## config.mk

```make
export PLATFORM = sky130hd
export DESIGN_NAME = pool_window_packer_flat
export DESIGN_NICKNAME = d
export VERILOG_FILES = /design/src/rtl/pool_pkg.sv /design/src/rtl/pool_window_packer_if.sv /design/src/rtl/relu8.sv /design/src/rtl/pool_window_packer.sv /design/src/flat_wrapper.sv
export SDC_FILE = /design/constraint.sdc
export NUM_CORES = 1
export LEC_CHECK = 0
export ABC_AREA = 1
export BUFFER_PORTS_ARGS = -buffer_cell sky130_fd_sc_hd__buf_4
export CAP_MARGIN = 20
export CELL_PAD_IN_SITES_DETAIL_PLACEMENT = 0
export CELL_PAD_IN_SITES_GLOBAL_PLACEMENT = 1
export CORE_ASPECT_RATIO = 1.2
export CORE_MARGIN = 10
export CORE_UTILIZATION = 47
export CTS_BUF_LIST = sky130_fd_sc_hd__clkbuf_8
export DETAILED_ROUTE_END_ITERATION = 7
export PLACE_DENSITY_LB_ADDON = 0.1
export SYNTH_ARGS = -nofsm -noshare
export SYNTH_HDL_FRONTEND = slang
export SYNTH_HIERARCHICAL = 1
export SYNTH_SLANG_ARGS = --single-unit
```

## constraint.sdc

```tcl
create_clock -name clk_cal -period 6.5 [get_ports clk_cal]
set_input_delay 0.65 -clock clk_cal [delete_from_list [all_inputs] [get_ports clk_cal]]
set_output_delay 0.65 -clock clk_cal [all_outputs]
set_load 0.05 [all_outputs]
```

## src/rtl/pool_pkg.sv

```systemverilog
// Shared constants, FSM encoding and the legal-window-size check
// used by the pooling window packer.
package pool_pkg;

    localparam int BYTE_W = 8;
    localparam int WIN_MAX = 7;
    localparam int PACK_W = BYTE_W * WIN_MAX;
    localparam logic [BYTE_W-1:0] PAD_BYTE = 8'h80;

    localparam logic [2:0] P_WIN_2 = 3'd2;
    localparam logic [2:0] P_WIN_4 = 3'd4;
    localparam logic [2:0] P_WIN_5 = 3'd5;
    localparam logic [2:0] P_WIN_7 = 3'd7;

    typedef enum logic [1:0] {
        IDLE  = 2'd0,
        RUN   = 2'd1,
        FLUSH = 2'd2
    } state_e;

    function automatic logic is_legal_p(input logic [2:0] p);
        return (p == P_WIN_2) || (p == P_WIN_4) || (p == P_WIN_5) || (p == P_WIN_7);
    endfunction

endpackage

```

## src/rtl/pool_window_packer_if.sv

```systemverilog
// Conv-side sample stream in, packed pooling windows and frame status out.
interface pool_window_packer_if;

    logic                        Start;
    logic [2:0]                  P;
    logic                        Relu_en;
    logic [7:0]                  Conv_OData;
    logic                        Conv_OData_vld;
    logic                        Frame_last;
    logic [pool_pkg::PACK_W-1:0] Pool_IData;
    logic                        Pool_IData_vld;
    logic [15:0]                 Win_cnt;
    logic                        Done;
    logic                        Err;

    modport master (
        output Start, P, Relu_en, Conv_OData, Conv_OData_vld, Frame_last,
        input  Pool_IData, Pool_IData_vld, Win_cnt, Done, Err
    );

    modport slave (
        input  Start, P, Relu_en, Conv_OData, Conv_OData_vld, Frame_last,
        output Pool_IData, Pool_IData_vld, Win_cnt, Done, Err
    );

endinterface

```

## src/rtl/relu8.sv

```systemverilog
// Combinational 8-bit signed clamp: negative bytes become zero when enabled.
module relu8
    import pool_pkg::*;
(
    input  logic              en_i,
    input  logic [BYTE_W-1:0] din_i,
    output logic [BYTE_W-1:0] dout_o
);

    assign dout_o = (en_i && din_i[BYTE_W-1]) ? '0 : din_i;

endmodule

```

## src/rtl/pool_window_packer.sv

```systemverilog
// Packs signed conv samples into P-wide pooling windows (unused lanes padded),
// with end-of-frame flush, abort on restart and a sticky illegal-P error.
module pool_window_packer
    import pool_pkg::*;
(
    input  logic                clk_cal,
    input  logic                rst_cal_n,
    pool_window_packer_if.slave bus
);

    state_e            state_q, state_d;
    logic [2:0]        idx_q, idx_d;
    logic [2:0]        p_q, p_d;
    logic              relu_en_q, relu_en_d;
    logic [PACK_W-1:0] data_q, data_d;
    logic              vld_q, vld_d;
    logic [15:0]       win_cnt_q, win_cnt_d;
    logic              done_q, done_d;
    logic              err_q, err_d;

    logic [BYTE_W-1:0] lane_q [WIN_MAX];
    logic [BYTE_W-1:0] sample_c;
    logic [PACK_W-1:0] packed_c;
    logic              lane_we;
    logic              start_hit;
    logic              sample_ok;
    logic              win_full;

    relu8 u_relu (
        .en_i   (relu_en_q),
        .din_i  (bus.Conv_OData),
        .dout_o (sample_c)
    );

    // The completing sample goes straight into its lane; lanes beyond it are PAD,
    // which covers both k >= P and the unfilled tail of a flushed partial window.
    generate
        for (genvar gi = 0; gi < WIN_MAX; gi++) begin : g_lane
            assign packed_c[gi*BYTE_W +: BYTE_W] =
                (3'(gi) < idx_q)  ? lane_q[gi] :
                (3'(gi) == idx_q) ? sample_c   : PAD_BYTE;
        end
    endgenerate

    assign start_hit = bus.Start && (state_q != FLUSH);
    assign sample_ok = (state_q == RUN) && bus.Conv_OData_vld;
    assign win_full  = (idx_q == (p_q - 3'd1));

    always_comb begin
        state_d   = state_q;
        idx_d     = idx_q;
        p_d       = p_q;
        relu_en_d = relu_en_q;
        data_d    = data_q;
        vld_d     = 1'b0;
        win_cnt_d = win_cnt_q;
        done_d    = 1'b0;
        err_d     = err_q;
        lane_we   = 1'b0;

        if (start_hit) begin
            if (is_legal_p(bus.P)) begin
                state_d   = RUN;
                idx_d     = '0;
                win_cnt_d = '0;
                err_d     = 1'b0;
                p_d       = bus.P;
                relu_en_d = bus.Relu_en;
            end else begin
                state_d = IDLE;
                err_d   = 1'b1;
            end
        end else begin
            unique case (state_q)
                RUN: begin
                    if (sample_ok) begin
                        if (win_full || bus.Frame_last) begin
                            data_d = packed_c;
                            vld_d  = 1'b1;
                            idx_d  = '0;
                            if (win_cnt_q != 16'hFFFF) begin
                                win_cnt_d = win_cnt_q + 16'd1;
                            end
                            if (bus.Frame_last) begin
                                state_d = FLUSH;
                            end
                        end else begin
                            lane_we = 1'b1;
                            idx_d   = idx_q + 3'd1;
                        end
                    end
                end
                // Done is registered here so it lands one cycle after the final window.
                FLUSH: begin
                    state_d = IDLE;
                    done_d  = 1'b1;
                end
                default: begin
                end
            endcase
        end
    end

    always_ff @(posedge clk_cal) begin
        if (!rst_cal_n) begin
            state_q   <= IDLE;
            idx_q     <= '0;
            p_q       <= '0;
            relu_en_q <= 1'b0;
            data_q    <= '0;
            vld_q     <= 1'b0;
            win_cnt_q <= '0;
            done_q    <= 1'b0;
            err_q     <= 1'b0;
        end else begin
            state_q   <= state_d;
            idx_q     <= idx_d;
            p_q       <= p_d;
            relu_en_q <= relu_en_d;
            data_q    <= data_d;
            vld_q     <= vld_d;
            win_cnt_q <= win_cnt_d;
            done_q    <= done_d;
            err_q     <= err_d;
        end
    end

    // Lane storage needs no reset: idx restarts at 0, so stale bytes are never read.
    always_ff @(posedge clk_cal) begin
        if (lane_we) begin
            lane_q[idx_q] <= sample_c;
        end
    end

    assign bus.Pool_IData     = data_q;
    assign bus.Pool_IData_vld = vld_q;
    assign bus.Win_cnt        = win_cnt_q;
    assign bus.Done           = done_q;
    assign bus.Err            = err_q;

endmodule
```

## src/flat_wrapper.sv

```systemverilog
// flat-port wrapper written by rule: the top's interface ports become plain ports
module pool_window_packer_flat import pool_pkg::*;
  (clk_cal, rst_cal_n, bus_Start, bus_P, bus_Relu_en, bus_Conv_OData, bus_Conv_OData_vld, bus_Frame_last, bus_Pool_IData, bus_Pool_IData_vld, bus_Win_cnt, bus_Done, bus_Err);
  pool_window_packer_if bus_i ();
  input  logic clk_cal;
  input  logic rst_cal_n;
  input wire logic [$bits(bus_i.Start)-1:0] bus_Start;
  input wire logic [$bits(bus_i.P)-1:0] bus_P;
  input wire logic [$bits(bus_i.Relu_en)-1:0] bus_Relu_en;
  input wire logic [$bits(bus_i.Conv_OData)-1:0] bus_Conv_OData;
  input wire logic [$bits(bus_i.Conv_OData_vld)-1:0] bus_Conv_OData_vld;
  input wire logic [$bits(bus_i.Frame_last)-1:0] bus_Frame_last;
  output wire logic [$bits(bus_i.Pool_IData)-1:0] bus_Pool_IData;
  output wire logic [$bits(bus_i.Pool_IData_vld)-1:0] bus_Pool_IData_vld;
  output wire logic [$bits(bus_i.Win_cnt)-1:0] bus_Win_cnt;
  output wire logic [$bits(bus_i.Done)-1:0] bus_Done;
  output wire logic [$bits(bus_i.Err)-1:0] bus_Err;
  assign bus_i.Start = bus_Start;
  assign bus_i.P = bus_P;
  assign bus_i.Relu_en = bus_Relu_en;
  assign bus_i.Conv_OData = bus_Conv_OData;
  assign bus_i.Conv_OData_vld = bus_Conv_OData_vld;
  assign bus_i.Frame_last = bus_Frame_last;
  assign bus_Pool_IData = bus_i.Pool_IData;
  assign bus_Pool_IData_vld = bus_i.Pool_IData_vld;
  assign bus_Win_cnt = bus_i.Win_cnt;
  assign bus_Done = bus_i.Done;
  assign bus_Err = bus_i.Err;
  pool_window_packer u_core (.clk_cal(clk_cal), .rst_cal_n(rst_cal_n), .bus(bus_i));
endmodule
```

# Word-level counts from Yosys, hierarchy flattened
# Memory sizes are Yosys's and may differ from the RTL's.
# Index checks and enable logic that the tools add are counted.
dict set report totals {
  ff_bits 84
  latchBits 0
  ramBits 56
  rom_bits 0
  out_inout_bits 75
  elab_cells 104
  memories 1
}
# memory depth width rd rd_clocked_by_memory_dff wr line
set mem_list {}
lappend mem_list {u_core.lane_q 7 8 7 0 1 pool_window_packer.sv:21} ;# logic [BYTE_W-1:0] lane_q [WIN_MAX];
dict set report classes {
  addsub 3
  multipliers 0
  div 0
  magnitude_cmp 7
  eq_ne 19
  shifts 0
  muxes 41
  bitwise_logic 4
  reduce_logical 20
}
# operator count
set ops {}
lappend ops {{$mux W8} 15}
lappend ops {{$mux W16} 6}
lappend ops {{$add A16 B1 Y16 const B} 1}
lappend ops {{$ne A16 B16 Y1 const B} 1}
lappend ops {{$mux W3} 5}
lappend ops {{$mux W1} 10}
lappend ops {{$eq A3 B3 Y1 const A} 3}
lappend ops {{$eq A3 B3 Y1 const B} 3}
lappend ops {{$lt A3 B3 Y1 const A} 3}
lappend ops {{$mux W2} 4}
lappend ops {{$reduce_and A4 Y1} 2}
lappend ops {{$reduce_bool A2 Y1} 4}
lappend ops {{$eq A2 B3 Y1 const A} 2}
lappend ops {{$lt A1 B3 Y1 const A} 2}
lappend ops {{$lt A2 B3 Y1 const A} 2}
lappend ops {{$ne A3 B2 Y1 const B} 2}
lappend ops {{$reduce_and A5 Y1} 1}
lappend ops {{$logic_or A1 B1 Y1} 4}
lappend ops {{$ne A2 B2 Y1 const B} 2}
lappend ops {{$not A1 Y1} 4}
lappend ops {{$pmux W2 S2} 1}
lappend ops {{$reduce_or A4 Y1} 1}
lappend ops {{$add A3 B1 Y3 const B} 1}
lappend ops {{$eq A1 B3 Y1 const A} 1}
lappend ops {{other kinds (12)} 14}

# Logic depth before layout (Yosys ltp)
# Gate-level depths: netlist of the first run.
dict set report depth {
  depth_word 9
  depth_mapped 14
  ltp_nobuf 12
}

# By module
# The synthesis of the first run kept the hierarchy.
# module instances cells_each area_per_inst_um2 seq_area_each_um2
set modules_own_cells {}
lappend modules_own_cells {pool_window_packer 1 681 5931.9 3363.2}
lappend modules_own_cells {relu8 1 18 78.8 0.0}

# Worst setup path before layout of the first run
# OpenSTA, ideal clock, no wires.
dict set report synth_timing {
  path_kind {register to register}
  startpoint {reg u_core.p_q[0]}
  endpoint {mem u_core.lane_q[2][0], enable pin}
  setup_time_ns 0.383
  arrival_ns 1.912
  required_ns 6.117
  path_slack_ns 4.204
  path_stages_with_launch 12
  path_cell_list {dfxtp_1 -> inv_1 -> ha_1 -> inv_1 -> nand2_1 -> nand2_1 -> nor2_2 -> nand3_2 -> nand2_1 -> nor2_1 -> nand2_1 -> nor3_1}
}
dict set report synth_via {
  elab_chain_cells 9
}
# element line
set synth_lines {}
lappend synth_lines {{start: declaration} pool_window_packer.sv:13} ;# logic [2:0] p_q, p_d;
lappend synth_lines {{start signal: assignment} pool_window_packer.sv:118} ;# p_q <= p_d;
lappend synth_lines {{$sub A3 B1 Y3} pool_window_packer.sv:47} ;# assign win_full = (idx_q == (p_q - 3'd1));
lappend synth_lines {{$eq A3 B3 Y1} pool_window_packer.sv:47}
lappend synth_lines {{$logic_or A1 B1 Y1} pool_window_packer.sv:77} ;# if (win_full || bus.Frame_last) begin
lappend synth_lines {{$mux W1} pool_window_packer.sv:77}
lappend synth_lines {{$mux W1} pool_window_packer.sv:76} ;# if (sample_ok) begin
lappend synth_lines {{$mux W1} pool_window_packer.sv:74} ;# unique case (state_q)
lappend synth_lines {{$mux W1} pool_window_packer.sv:61} ;# if (start_hit) begin
lappend synth_lines {{$mux W1} pool_window_packer.sv:130} ;# if (lane_we) begin
lappend synth_lines {{$mux W1 (implied by the code)} pool_window_packer.sv:131} ;# lane_q[idx_q] <= sample_c;
lappend synth_lines {{end: declaration} pool_window_packer.sv:21}
# Every way passes these cells.

# Worst setup path in the final report of the first run
dict set report layout_timing {
  startpoint {reg u_core.idx_q[2]}
  endpoint {mem u_core.lane_q[2][1], enable pin}
}
dict set report layout_via {
  elab_chain_cells 8
}
# element line
set layout_lines {}
lappend layout_lines {{start: declaration} pool_window_packer.sv:12} ;# logic [2:0] idx_q, idx_d;
lappend layout_lines {{start signal: assignment} pool_window_packer.sv:117} ;# idx_q <= idx_d;
lappend layout_lines {{$eq A3 B3 Y1} pool_window_packer.sv:47}
lappend layout_lines {{$logic_or A1 B1 Y1} pool_window_packer.sv:77}
lappend layout_lines {{$mux W1} pool_window_packer.sv:77}
lappend layout_lines {{$mux W1} pool_window_packer.sv:76}
lappend layout_lines {{$mux W1} pool_window_packer.sv:74}
lappend layout_lines {{$mux W1} pool_window_packer.sv:61}
lappend layout_lines {{$mux W1} pool_window_packer.sv:130}
lappend layout_lines {{$mux W1 (implied by the code)} pool_window_packer.sv:131}
# Parallel ways exist; a longest one is shown, timed or not.

==> impl_metrics.env, run 1 <==
export IMPL_setup_tns_ps=0
export IMPL_dp_hpwl_um=11340
export IMPL_wl_met3_um=882
export IMPL_vias=5128
export IMPL_fin_crit_sh_pct=46.26
export IMPL_area_delta_synth_final_pct=19.61
export IMPL_synthCells=699
export IMPL_wl_met2_um=8267
export IMPL_ctsHoldBuffers=0
export IMPL_cts_clk_slew_worst_paths_ps=80
export IMPL_grt_overflow=0
export IMPL_maxSlewHeadroom_pct=24.09
export IMPL_gp_congestion=0.8987
export IMPL_syn_avg_cell_area_um2=8.599
export IMPL_port_buffers=91
export IMPL_final_antenna_net_count=0
export IMPL_drc=0
export IMPL_arrival_ps=3060
export IMPL_worstPathMaxFanout=27
export IMPL_status="finished, final reports clean"
export IMPL_dieWidth_um=123.2
export IMPL_num_io_pins=92
export IMPL_yosysWarnings=6
export IMPL_required_ps=6550
export IMPL_clkSinkCount=140
export IMPL_hold_violations=0
export IMPL_fin_nets=804
export IMPL_post_place_ws_ps=3518
export IMPL_critical_path_class="reg2reg"
export IMPL_yosysTopAreaCell="dfxtp_1"
export IMPL_yosysUniqueCellTypes=34
export IMPL_start_kind="register"
export IMPL_ctsResizeCount=0
export IMPL_worst_hold_path_type="in2reg"
export IMPL_p_per_area_nw_per_um2=247.1
export IMPL_cts_setup_buffers=0
export IMPL_dieArea_um2=17730
export IMPL_max_cap_violations=0
export IMPL_synth_main_ff_cell="dfxtp_1"
export IMPL_finClkSkew_ps=11.39
export IMPL_clk_latency_ps=430
export IMPL_p_total_uw=1777
export IMPL_layout_setup_ws_ps=3493
export IMPL_grt_max_degree=73
export IMPL_drtPass1Iterations=6
export IMPL_grt_pass1_vias=4975
export IMPL_vdd_drop_max_mv=0.1403
export IMPL_synth_top_area_share_pct=27.98
export IMPL_ys_seq_elements=140
export IMPL_routedWlPerCell_um=16.83
export IMPL_antenna_found_initial=1
export IMPL_m1WireLength_um=6555
export IMPL_rows=45
export IMPL_wirelength_um=16140
export IMPL_globalRouteTotalUtil_pct=18.33
export IMPL_power_leakage_uw=0.003044
export IMPL_grt_pass1_wl_um=25520
export IMPL_yosysSeqAreaShare_pct=55.95
export IMPL_core_area_um2=12610
export IMPL_start_util_pct=47.66
export IMPL_fin_crit_ps=3007
export IMPL_clk_path_buf_depth=2
export IMPL_end_kind="register"
export IMPL_cts_htree_levels=4
export IMPL_finalMaxSlewViolations=0
export IMPL_synth_nets=721
export IMPL_drive_gt1_share_pct=17.61
export IMPL_n_antenna_cell=0
export IMPL_synthArstFlopShare_pct=0
export IMPL_top_layer_used="met5"
export IMPL_setup_violations_final=0
export IMPL_synth_area_um2=6011
export IMPL_cts_tree="done"
export IMPL_max_freq_mhz=332.5
export IMPL_ys_top_cells_by_area="dfxtp_1, edfxtp_1, nand2_1"
export IMPL_drtIter0Drc=434
export IMPL_worst_pin_slew_ps=1139
export IMPL_rsz0062_at_grt="false"
export IMPL_numCtsBuffers=17
export IMPL_synth_edf_count=56
export IMPL_die_h_um=143.9
export IMPL_fill_cells=1187
export IMPL_cts_root_buf="clkbuf_8"
export IMPL_hold_slack_ps=464.4
export IMPL_via_per_inst=5.347
export IMPL_fin_util_pct=57.00
routing by layer:
metal	vias up	GRT usage, %
met4	2	7.551
met2	138	31.53
met3	35	4.631
met5	-	0
li1	2528	-
met1	2425	21.07
worst max-delay path, stage by stage (launching register included):
cell and delay [ps]:
dfxtp_1 980, nand3_1 190, nand3_2 170, nand2_1 70, nor2_1 220, nand2_1 180, nor3_1 830
stage by stage:
| stage | instances | instance area, um2 |
|---|---|---|
| 6_report | 959 | 7189 |
| 5_1_grt | 959 | 7189 |
| 3_5_place_dp | 927 | 6766 |
| 4_1_cts | 959 | 7189 |
| 2_1_floorplan | 699 | 6011 |
| 3_3_place_gp | 927 | 6766 |
cell usage after synthesis (7+ instances only):
library cell,instances
a21oi_1,35
a22oi_1,14
buf_1,7
buf_2,9
clkbuf_1,9
dfxtp_1,84
edfxtp_1,56
inv_1,65
nand2_1,163
nand3_1,68
nand4_1,20
nor2_1,48
o21ai_0,66
o22ai_1,11
logic make-up after synthesis:
group	count (synthesis)	share of synthesized area, %
DFF	140	55.95
and+or+nand+nor	313	22.79
buffers and inverters	105	7.514
xor gates and xnor gates	2	0.2915
adders and majority gates	5	1.041
AOI/OAI and AO/OA	134	12.41
registers in the layout, summed over array words and instances, names as in the netlist:
signal	count
u_core/bus.Win_cnt	16
u_core/bus.Err	1
u_core/lane_q	56
u_core/bus.Pool_IData_vld	1
u_core/relu_en_q	1
u_core/bus.Done	1
u_core/state_q	2
u_core/p_q	3
u_core/bus.Pool_IData	56
u_core/idx_q	3
path summary, 6_finish.rpt:
path,from,endpoint,slack [ps],cells after the start
worst max register to register,u_core/idx_q[2]$_SDFFE_PN0P_,u_core/lane_q[2][1]$_DFFE_PP_,3490,6
worst min-delay path,bus_Start,u_core/state_q[1]$_SDFFE_PN0P_,460,4
worst max-delay path,u_core/idx_q[2]$_SDFFE_PN0P_,u_core/lane_q[2][1]$_DFFE_PP_,3490,6
worst min register to register,u_core/state_q[1]$_SDFFE_PN0P_,u_core/bus.Done$_SDFF_PP0_,470,2
area by class of cell:
cell class | instances | area (um2) | share of cell area (%)
clock buffers | 20 | 275.3 | 3.829
clock inverters | 12 | 147.6 | 2.054
inverters | 72 | 274.0 | 3.811
multi-input cells | 454 | 2196 | 30.54
flip-flops and latches | 140 | 3363 | 46.78
well taps | 164 | 205.2 | 2.854
repair buffers | 97 | 728.2 | 10.13
report_power, final:
group / switching (uW) / internal [uW] / total (uW)
sequential: 7.86 / 921 / 929
clock: 321 / 407 / 729
combinational: 86.3 / 32.3 / 119
cell usage in the layout (no fill, tap or decap), types with 2 or more instances in the layout:
cell type   count
nand2_1       163
buf_4          97
dfxtp_1        84
inv_1          68
nand3_1        68
o21ai_0        66
edfxtp_1       56
nor2_1         48
a21oi_1        35
clkbuf_8       20
nand4_1        20
a22oi_1        14
o22ai_1        11
nor3_1          6
ha_1            5
o31ai_1         4
bufinv_16       3
clkinv_4        3
inv_2           3
clkinv_2        2
clkinvlp_4      2
nor2_2          2
nand3_2         2
clkinv_1        2
nand2_2         2
o21bai_1        2
Note: power is estimated with default switching activity, not from simulation.
==> run 2, diff against run 1 <==
CORE_UTILIZATION = 40   (was 47)
clock period = 2.5 ns   (was 6.5 ns; I/O delays follow)
==> impl_metrics.env, run 2 (same netlist as run 1, synthesis figures left out) <==
export IMPL_fin_crit_ps=2217
export IMPL_core_area_um2=14900
export IMPL_clk_path_buf_depth=2
export IMPL_cts_root_buf="clkbuf_8"
export IMPL_required_ps=2670
export IMPL_finalMaxSlewViolations=0
export IMPL_power_leakage_uw=0.003136
export IMPL_cts_tree="done"
export IMPL_cts_setup_buffers=0
export IMPL_layout_common_cells="nand2_1, buf_4, dfxtp_1"
export IMPL_fin_util_pct=49.47
export IMPL_routedWlPerCell_um=16.97
export IMPL_clk_latency_ps=460
export IMPL_grt_pass1_vias=5178
export IMPL_grt_overflow=0
export IMPL_start_util_pct=40.35
export IMPL_globalRouteTotalUtil_pct=16.94
export IMPL_worstPathMaxFanout=8
export IMPL_area_delta_synth_final_pct=22.61
export IMPL_numCtsBuffers=17
export IMPL_gp_congestion=0.8606
export IMPL_hold_violations=0
export IMPL_dp_hpwl_um=12470
export IMPL_setup_violations_final=0
export IMPL_cts_clk_slew_worst_paths_ps=80
export IMPL_ctsResizeCount=0
export IMPL_worst_pin_slew_ps=775.3
export IMPL_vias=5154
export IMPL_antenna_found_initial=0
export IMPL_drive_gt1_share_pct=20.29
export IMPL_finClkSkew_ps=10.27
export IMPL_grt_max_degree=39
export IMPL_critical_path_class="reg2reg"
export IMPL_placedInstanceArea_um2=6989
export IMPL_port_buffers=91
export IMPL_rows=49
export IMPL_register_area_um2=3363
export IMPL_fin_crit_sh_pct=88.69
export IMPL_die_h_um=154.3
export IMPL_dieArea_um2=20350
export IMPL_max_freq_mhz=451.0
export IMPL_n_antenna_cell=0
export IMPL_stdcell_area_um2=7370
export IMPL_grt_pass1_wl_um=27540
export IMPL_ctsHoldBuffers=0
export IMPL_rsz0062_at_grt="false"
export IMPL_arrival_ps=2390
export IMPL_vdd_drop_max_mv=0.2921
export IMPL_layout_setup_ws_ps=282.7
export IMPL_post_place_ws_ps=297.6
export IMPL_p_per_area_nw_per_um2=612.9
export IMPL_fin_nets=827
export IMPL_status="finished, final reports clean"
export IMPL_setup_tns_ps=0
export IMPL_max_cap_violations=0
export IMPL_cts_htree_levels=4
export IMPL_dieWidth_um=131.9
export IMPL_worst_hold_path_type="in2reg"
export IMPL_drc=0
export IMPL_start_kind="register"
export IMPL_drtIter0Drc=376
export IMPL_wirelength_um=17340
export IMPL_multi_input_area_um2=2196
export IMPL_mostFrequentLayoutCell="nand2_1"
export IMPL_maxSlewHeadroom_pct=48.32
export IMPL_final_antenna_net_count=0
export IMPL_clkSinkCount=140
export IMPL_p_total_uw=4517
export IMPL_end_kind="register"
export IMPL_via_per_inst=5.043
export IMPL_drtPass1Iterations=4
export IMPL_num_io_pins=92
export IMPL_fill_cells=1498
-- run 2: cell count changes in the layout (fill, tap and decap cells not counted), sizes merged --
cell / previous run / this run
buf: 97 / 120
bufinv: 3 / 1
clkbuf: 20 / 18
clkinv: 7 / 9
clkinvlp: 2 / 1
inv: 72 / 75
-- run 2: critical path: stages, from the launching register on --
cell	delay [ps]
dfxtp_1	350
inv_1	70
ha_1	300
inv_1	60
nand2_1	50
nand2_1	70
nor2_2	40
nand3_2	100
nand2_1	60
nor2_1	240
nand2_1	190
nor3_1	200
buf_4	210
-- run 2: cell type report --
type | count | area share, %
clock buffers | 18 | 3.362
clock inverters | 14 | 1.800
inverters | 72 | 3.718
multi-input cells | 454 | 29.80
flip-flops and latches | 140 | 45.64
well taps | 204 | 3.463
repair buffers | 120 | 12.22
-- run 2: path summary, 6_finish.rpt --
kind,startpoint,slack (ps),endpoint,depth (start not counted)
setup reg to reg,u_core/p_q[0]$_SDFFE_PN0P_,280,u_core/lane_q[4][4]$_DFFE_PP_,12
setup / recovery,u_core/p_q[0]$_SDFFE_PN0P_,280,u_core/lane_q[4][4]$_DFFE_PP_,12
hold / removal,bus_Start,50,u_core/state_q[1]$_SDFFE_PN0P_,4
hold reg to reg,u_core/state_q[1]$_SDFFE_PN0P_,460,u_core/bus.Done$_SDFF_PP0_,2
-- run 2: per-layer routing --
metal,up-vias,routed length [um],GRT usage (%)
met3,18,709,4.634
li1,2572,-,-
met4,0,246,4.934
met5,-,0,0
met1,2460,7267,19.17
met2,104,9118,30.39
-- run 2: power breakdown --
part           total, uW  leakage [uW]  internal [uW]  switching [uW]
combinational        335       0.00176           99.1             236
clock               1770      0.000195            829             943
sequential          2410       0.00118           2390            15.0
-- run 2: metrics by stage --
| step | hold WS [ps] | cells |
|---|---|---|
| after floorplan | 398.3 | 699 |
| after global placement | 446.9 | 990 |
| after detailed placement | 449.7 | 990 |
| after CTS | 20.86 | 1022 |
| after global routing | 45.57 | 1022 |
| final | 47.30 | 1022 |
==> run 3, diff against run 2 <==
RECOVER_POWER = 50   (was default)
==> impl_metrics.env, run 3 (same netlist as run 1, synthesis figures left out) <==
export IMPL_die_h_um=154.3
export IMPL_status="finished, violations left"
export IMPL_via_per_inst=5.076
export IMPL_r2r_start="u_core/relu_en_q$_SDFFE_PN0P_"
export IMPL_core_area_um2=14900
export IMPL_vias=5188
export IMPL_grt_max_degree=39
export IMPL_ff2ff_path_depth=7
export IMPL_drtPass1Iterations=5
export IMPL_layout_setup_ws_ps=257.4
export IMPL_worst_hold_path_type="in2reg"
export IMPL_fill_cells=1553
export IMPL_fin_nets=827
export IMPL_fin_crit_sh_pct=89.70
export IMPL_drc=0
export IMPL_setup_tns_ps=0
export IMPL_layout_common_cells="nand2_1, dfxtp_1, clkbuf_1"
export IMPL_end_kind="register"
export IMPL_numCtsBuffers=17
export IMPL_hold_end="u_core/state_q[1]$_SDFFE_PN0P_"
export IMPL_wl_met2_um=9098
export IMPL_mostFrequentLayoutCell="nand2_1"
export IMPL_clk_path_buf_depth=2
export IMPL_routedWlPerCell_um=17.02
export IMPL_cts_root_buf="clkbuf_8"
export IMPL_gp_congestion=0.8606
export IMPL_seq_power_share_pct=53.5
export IMPL_n_antenna_cell=0
export IMPL_hp_start="bus_Start"
export IMPL_drive_gt1_share_pct=10.15
export IMPL_min_delay_path_depth=4
export IMPL_finClkSkew_ps=11.52
export IMPL_dp_hpwl_um=12470
export IMPL_rows=49
export IMPL_finalMaxSlewViolations=36
export IMPL_area_delta_synth_final_pct=17.42
export IMPL_p_per_area_nw_per_um2=637.7
export IMPL_critical_path_class="reg2reg"
export IMPL_antenna_found_initial=0
export IMPL_grt_overflow=0
export IMPL_port_buffers=91
export IMPL_globalRouteTotalUtil_pct=16.94
export IMPL_dieArea_um2=20350
export IMPL_vdd_drop_max_mv=0.2919
export IMPL_maxSlewHeadroom_pct=-12.81
export IMPL_power_switching_uw=1198
export IMPL_power_leakage_uw=0.002787
export IMPL_grt_pass1_vias=5178
export IMPL_r2r_end="u_core/bus.Pool_IData[53]$_SDFFE_PN0P_"
export IMPL_clkSinkCount=140
export IMPL_netSwitchingFraction_pct=26.61
export IMPL_arrival_ps=2640
export IMPL_num_io_pins=92
export IMPL_m1WireLength_um=7241
export IMPL_top_layer_used="met4"
export IMPL_wl_met3_um=772
export IMPL_required_ps=2890
export IMPL_start_kind="register"
export IMPL_setup_violations_final=0
export IMPL_p_clk_share_pct=39.4
export IMPL_drtIter0Drc=405
export IMPL_max_cap_violations=1
export IMPL_cts_clk_slew_worst_paths_ps=90
export IMPL_p_comb_share_pct=7.0
export IMPL_worstPathMaxFanout=10
export IMPL_dieWidth_um=131.9
export IMPL_hold_violations=0
export IMPL_post_place_ws_ps=297.6
export IMPL_max_freq_mhz=445.9
export IMPL_p_int_uw=3303
export IMPL_clk_latency_ps=460
export IMPL_violations="max-capacitance violations, max-slew violations"
export IMPL_worst_pin_slew_ps=1692
export IMPL_cts_setup_buffers=0
export IMPL_cts_htree_levels=4
export IMPL_cts_tree="done"
export IMPL_fin_crit_ps=2243
export IMPL_grt_pass1_wl_um=27540
export IMPL_wirelength_um=17400
export IMPL_ctsHoldBuffers=0
export IMPL_final_antenna_net_count=0
export IMPL_start_util_pct=40.35
export IMPL_p_total_uw=4501
export IMPL_ctsResizeCount=0
export IMPL_r2r_setup_slack_ps=260
export IMPL_rsz0062_at_grt="false"
## run 3: cell types whose count changed in the layout (fill, tap and decap cells not counted), sizes merged
cell / previous run / this run
clkbuf: 18 / 101
buf: 120 / 37
## run 3: how the worst max path moves through the flow
stage	startpoint	end	slack, ps	cells past startpoint
finish	u_core/relu_en_q$_SDFFE_PN0P_	u_core/bus.Pool_IData[53]$_SDFFE_PN0P_	260	7
floorplan	u_core/p_q[0]$_SDFFE_PN0P_	u_core/lane_q[2][0]$_DFFE_PP_	200	11
global placement	u_core/p_q[0]$_SDFFE_PN0P_	u_core/lane_q[4][3]$_DFFE_PP_	330	12
detailed placement	u_core/p_q[0]$_SDFFE_PN0P_	u_core/lane_q[4][6]$_DFFE_PP_	300	12
CTS	u_core/p_q[0]$_SDFFE_PN0P_	u_core/lane_q[4][0]$_DFFE_PP_	280	12
global route	u_core/p_q[0]$_SDFFE_PN0P_	u_core/lane_q[4][0]$_DFFE_PP_	40	12
## run 3: worst max-delay path, stage by stage, from the launching register on
cell      delay (ps)
dfxtp_1          320
clkbuf_1         210
a21oi_1          200
clkbuf_1         520
inv_1            320
o31ai_1          300
o21ai_0          130
nor2_1           160
## run 3: layer usage
layer  vias up  track usage, %
li1       2576               -
met1      2481           19.17
met2       110           30.39
met3        21           4.634
met4         0           4.934
met5         -               0
## run 3: power by group through the flow
| stage | Sequential (uW) | Combinational [uW] | Clock (uW) |
|---|---|---|---|
| final | 2410 | 316 | 1780 |
| after global routing | 2410 | 349 | 1930 |
| after CTS | 2410 | 339 | 1820 |
| after detailed placement | 2460 | 338 | 0 |
| after global placement | 2460 | 334 | 0 |
| after floorplan | 2500 | 157 | 0 |
## run 3: through the flow
step           std cells  area (um2)  hold slack [ps]  utilization (%)
2_1_floorplan        699        6011            398.3                -
3_3_place_gp         990        6989            446.9            46.91
3_5_place_dp         990        6989            449.7            46.91
4_1_cts             1022        7370            20.86            49.47
5_1_grt             1022        7058            45.57            47.38
6_report            1022        7058            45.88            47.38
## run 3: final cells by class
type                            count  area (um2)  share of cell area [%]
Multi-Input combinational cell    454        2196                   31.11
Sequential cell                   140        3363                   47.65
Clock inverter                     14       132.6                   1.879
Inverter                           72       274.0                   3.882
Tap cell                          204       255.2                   3.616
Clock buffer                       18       247.7                   3.510
Timing Repair Buffer              120       589.3                   8.350
